--- config.mk ---
export PLATFORM = sky130hd
export DESIGN_NAME = big_divider
export DESIGN_NICKNAME = d
export VERILOG_FILES = /design/src/rtl/big_divider.sv
export SDC_FILE = /design/constraint.sdc
export NUM_CORES = 1
export LEC_CHECK = 0
export ABC_AREA = 1
export ABC_CLOCK_PERIOD_IN_PS = 3900
export BUFFER_PORTS_ARGS = -buffer_cell sky130_fd_sc_hd__buf_2
export CAP_MARGIN = 10
export CORE_MARGIN = 3
export CORE_UTILIZATION = 60
export DETAILED_ROUTE_END_ITERATION = 12
export PLACE_DENSITY_LB_ADDON = 0.25
export RECOVER_POWER = 100
export SYNTH_ARGS = -nofsm -noshare
export SYNTH_HDL_FRONTEND = slang
export SYNTH_SLANG_ARGS = --single-unit
--- constraint.sdc ---
create_clock -name clock -period 3.9 [get_ports clock]
set_clock_uncertainty 0.1 [all_clocks]
set_input_delay 0.39 -clock clock [delete_from_list [all_inputs] [get_ports clock]]
set_output_delay 0.39 -clock clock [all_outputs]
set_load 0.005 [all_outputs]
--- src/rtl/big_divider.sv ---
// Iterative unsigned restoring divider: N_WIDTH-bit dividend / D_WIDTH-bit divisor, one quotient bit per clock.
// Optional macro DIVIDER_DIVZERO_FLAG_EN adds the div_by_zero port and a one-cycle divide-by-zero shortcut.
module big_divider #(
    parameter int N_WIDTH = 16,
    parameter int D_WIDTH = 8
) (
    input  logic               clock,
    input  logic               reset,
    input  logic               start,
    input  logic [N_WIDTH-1:0] dividend,
    input  logic [D_WIDTH-1:0] divisor,
    output logic [N_WIDTH-1:0] quotient,
    output logic [D_WIDTH-1:0] remainder,
    output logic               busy,
    output logic               done
`ifdef DIVIDER_DIVZERO_FLAG_EN
    ,
    output logic               div_by_zero
`endif
);
    localparam int CNT_W = $clog2(N_WIDTH);

    typedef enum logic [1:0] {S_IDLE, S_RUN, S_DONE} state_t;

    state_t             state_q;
    logic [N_WIDTH-1:0] shreg_q;
    logic [N_WIDTH-1:0] shreg_d;
    logic [D_WIDTH-1:0] d_q;
    logic [D_WIDTH-1:0] r_q;
    logic [D_WIDTH-1:0] r_d;
    logic [CNT_W-1:0]   cnt_q;
    logic [N_WIDTH-1:0] quot_q;
    logic [D_WIDTH-1:0] rem_q;
    logic               busy_q;
    logic               done_q;
    logic [D_WIDTH:0]   r_shift;
    logic               qbit;
`ifdef DIVIDER_DIVZERO_FLAG_EN
    logic               dz_q;
`endif

    // The partial remainder stays below the divisor, so only D_WIDTH bits need storing;
    // the shifted value gets one extra bit for the compare. Dividend bits leave the
    // shift register MSB while quotient bits enter its LSB.
    always_comb begin
        r_shift = {r_q, shreg_q[N_WIDTH-1]};
        qbit    = (r_shift >= {1'b0, d_q});
        r_d     = qbit ? (r_shift[D_WIDTH-1:0] - d_q) : r_shift[D_WIDTH-1:0];
        shreg_d = {shreg_q[N_WIDTH-2:0], qbit};
    end

    always_ff @(posedge clock) begin
        if (!reset) begin
            state_q <= S_IDLE;
            shreg_q <= '0;
            d_q     <= '0;
            r_q     <= '0;
            cnt_q   <= '0;
            quot_q  <= '0;
            rem_q   <= '0;
            busy_q  <= 1'b0;
            done_q  <= 1'b0;
`ifdef DIVIDER_DIVZERO_FLAG_EN
            dz_q    <= 1'b0;
`endif
        end else begin
            case (state_q)
                S_IDLE: begin
                    done_q <= 1'b0;
                    if (start) begin
                        shreg_q <= dividend;
                        d_q     <= divisor;
                        r_q     <= '0;
                        cnt_q   <= '0;
`ifdef DIVIDER_DIVZERO_FLAG_EN
                        dz_q    <= (divisor == '0);
                        if (divisor == '0) begin
                            // Skip iteration: publish the natural all-ones result at once.
                            quot_q  <= '1;
                            rem_q   <= dividend[D_WIDTH-1:0];
                            done_q  <= 1'b1;
                            state_q <= S_DONE;
                        end else begin
                            busy_q  <= 1'b1;
                            state_q <= S_RUN;
                        end
`else
                        busy_q  <= 1'b1;
                        state_q <= S_RUN;
`endif
                    end
                end
                S_RUN: begin
                    shreg_q <= shreg_d;
                    r_q     <= r_d;
                    cnt_q   <= cnt_q + CNT_W'(1);
                    if (cnt_q == CNT_W'(N_WIDTH - 1)) begin
                        quot_q  <= shreg_d;
                        rem_q   <= r_d;
                        busy_q  <= 1'b0;
                        done_q  <= 1'b1;
                        state_q <= S_DONE;
                    end
                end
                S_DONE: begin
                    done_q  <= 1'b0;
                    state_q <= S_IDLE;
                end
                default: begin
                    busy_q  <= 1'b0;
                    done_q  <= 1'b0;
                    state_q <= S_IDLE;
                end
            endcase
        end
    end

    assign quotient  = quot_q;
    assign remainder = rem_q;
    assign busy      = busy_q;
    assign done      = done_q;
`ifdef DIVIDER_DIVZERO_FLAG_EN
    assign div_by_zero = dz_q;
`endif

endmodule
==> results.json <==
{
  "avgSynthCellArea_um2": 7.42,
  "clock.fmax_ghz": 0.335,
  "start_util_pct": 63.1,
  "power_leakage_nw": 1.66,
  "cp.required_ns": 4.08,
  "postCtsHoldBufs": 0,
  "die_area_um2": 5920,
  "pre_cts_ws_ns": 1.44,
  "yosys_register_bits": 64,
  "syn_area_um2": 3020,
  "tns_ns": 0,
  "hold_start": "divisor[0]",
  "finish.instance_area_um2": 3470,
  "yosys-top-cells-area": "dfxtp_1 42%, nand2_1 11%, nor2_1 6.3%",
  "outcome": "complete, no violations",
  "ys.flop_type": "dfxtp_1",
  "nets": 492,
  "tritoncts": "yes",
  "yosysTopAreaCellShare_pct": 42.4,
  "cts-htree-levels": 3,
  "portBuffers": 52,
  "met1_usage_pct": 34.4,
  "hold_path_class": "primary input to flip-flop",
  "row_count": 25,
  "clkTransAtPathRegs_ns": 0.07,
  "endpoint_kind": "flip-flop",
  "critPathLaunchType": "flip-flop",
  "r2r_slack_ns": 0.91,
  "clockBufferDepth": 2,
  "cts_resized": 0,
  "drt_iter0_drc": 259,
  "syn-num-nets": 444,
  "postSynthCellCount": 407,
  "slew_viol_final": 0,
  "drtPass1Iterations": 5,
  "hold_end": "d_q[0]",
  "holdWs_ns": 0.187,
  "routabilityCongestion": 0.884,
  "grt_pass1_wl_um": 12100,
  "seq_area_frac_synth_pct": 42.4,
  "yosys_warnings": 0,
  "gr-usage-all-layers_pct": 25.5,
  "postRouteAntennaNets": 0,
  "instances_no_fill": 527,
  "ir_drop_mv": 0.528,
  "cts-root-buf": "clkbuf_8",
  "synth_top_area_cell": "dfxtp_1",
  "ioPinCount": 53,
  "rsz0062_at_grt": "no",
  "setup_viol": 0,
  "grt-ovfl-total": 0,
  "synth-async-reset-ratio_pct": 0,
  "grt_max_degree": 35,
  "post-place-cells": 511,
  "power.density_nw_per_um2": 558,
  "crit_type": "flip-flop to flip-flop",
  "dp_hpwl_um": 5210,
  "period_minus_slack_ns": 2.99,
  "worstPathArrival_ns": 3.17,
  "grt_pass1_vias": 2603,
  "worst_pin_slew_ns": 1.23,
  "period_share_pct": 76.6,
  "synth_common_cells": "85 x nand2_1, 64 x dfxtp_1, 51 x nor2_1",
  "syn_to_final_growth_pct": 14.9,
  "numCtsBuffers": 9,
  "r2r_start": "state_q[0]",
  "drt_wl_total_um": 7330,
  "grt_antenna_before_repair": 0,
  "core_area_um2": 4790,
  "hold_violations": 0,
  "synth.most_common_cell": "nand2_1",
  "gr-usage-met3_pct": 5.05,
  "relSlewSlack_pct": 17.9,
  "vias": 2848,
  "crit_fanout": 34,
  "grt_util_met2_pct": 39.6,
  "cts_setup_buffers": 0,
  "worst_r2r_path_depth": 8,
  "reg2reg_to": "quotient[0]",
  "synth_edf_count": 0,
  "vias_per_cell": 5.40,
  "clkSinkCount": 64,
  "max-cap-violations": 0,
  "drc": 0,
  "ys_types": 38,
  "setup_ws_ns": 0.914,
  "placed_cell_area_um2": 3270,
  "die_x_um": 77.0,
  "routedWlPerCell_um": 13.9,
  "grt.busiest_layer": "met2",
  "hold_path_depth": 3,
  "antenna_cells": 0,
  "die_h_um": 77.0,
  "clk_latency_ns": 0.33,
  "drive_gt1_share_pct": 16.1
}
==> kinds of logic after synthesis <==
| family | Yosys count | share of synthesized area, % |
|---|---|---|
| xor gates and xnor gates | 3 | 0.870 |
| adders and majority gates | 10 | 4.39 |
| DFF | 64 | 42.4 |
| and+or+nand+nor | 190 | 28.2 |
| AOI/OAI and AO/OA | 71 | 14.3 |
| buffers and inverters | 69 | 9.86 |
==> placed cells by master (no fill, tap or decap), drive strengths merged, types with 4 or more instances in the layout <==
cell / netlist / layout
a211oi: 4 / 4
a221oi: 4 / 4
nand2: 92 / 92
clkbuf: 6 / 18
ha: 9 / 9
a22oi: 6 / 6
nand3: 33 / 33
inv: 52 / 52
buf: 10 / 45
dfxtp: 64 / 64
o21ai: 30 / 30
nor2: 57 / 57
a21oi: 18 / 18
==> how the worst max path moves through the flow <==
| stage | startpoint | cells after the start | endpoint | slack [ns] |
|---|---|---|---|---|
| 6_report | state_q[0] | 8 | quotient[0] | 0.91 |
| 5_1_grt | state_q[0] | 7 | remainder[5] | 0.68 |
| 4_1_cts | d_q[6] | 12 | remainder[3] | 1.43 |
| 3_5_place_dp | d_q[6] | 12 | remainder[3] | 1.44 |
| 3_3_place_gp | d_q[6] | 12 | remainder[7] | 1.58 |
| 2_1_floorplan | d_q[2] | 12 | remainder[5] | 2.18 |
==> layout make-up <==
type | instances | area [µm²]
Timing Repair Buffer | 53 | 258
Tap cell | 67 | 83.8
Clock buffer | 10 | 138
Fill cell | 408 | 1320
Inverter | 53 | 199
Sequential cell | 64 | 1280
Multi-Input combinational cell | 274 | 1400
Clock inverter | 6 | 115
==> per-stage QoR <==
stage / total power, mW / util (%)
6_report: 1.94 / 72.5
3_5_place_dp: 1.24 / 68.4
2_1_floorplan: 1.17 / -
3_3_place_gp: 1.23 / 68.4
4_1_cts: 1.95 / 73.7
5_1_grt: 2.04 / 72.5
==> metal layers <==
metal	share of wire (%)	wire, µm
met1	45	3270
met2	46	3370
met3	8.1	596
met4	1.3	95
met5	0	0
==> report_power, final <==
group	leakage [nW]	internal [mW]	switching, mW	total (mW)
sequential	0.521	0.690	0.0281	0.719
combinational	1.02	0.165	0.345	0.510
clock	0.123	0.445	0.264	0.709
==> sequential cells by signal, summed over array words and instances, names as in the netlist <==
name       count
cnt_q          4
state_q        2
shreg_q       16
quotient      16
d_q            8
r_q            8
busy           1
done           1
remainder      8
==> worst max-delay path: stages, from the launching register on <==
cell	delay (ns)
dfxtp_1	0.37
clkinv_1	0.08
nor2_1	0.78
nand2_1	0.60
inv_2	0.61
nor2_1	0.08
nor2_1	0.10
o21ai_0	0.10
inv_1	0.08
Power figures use the tool's default switching activity.
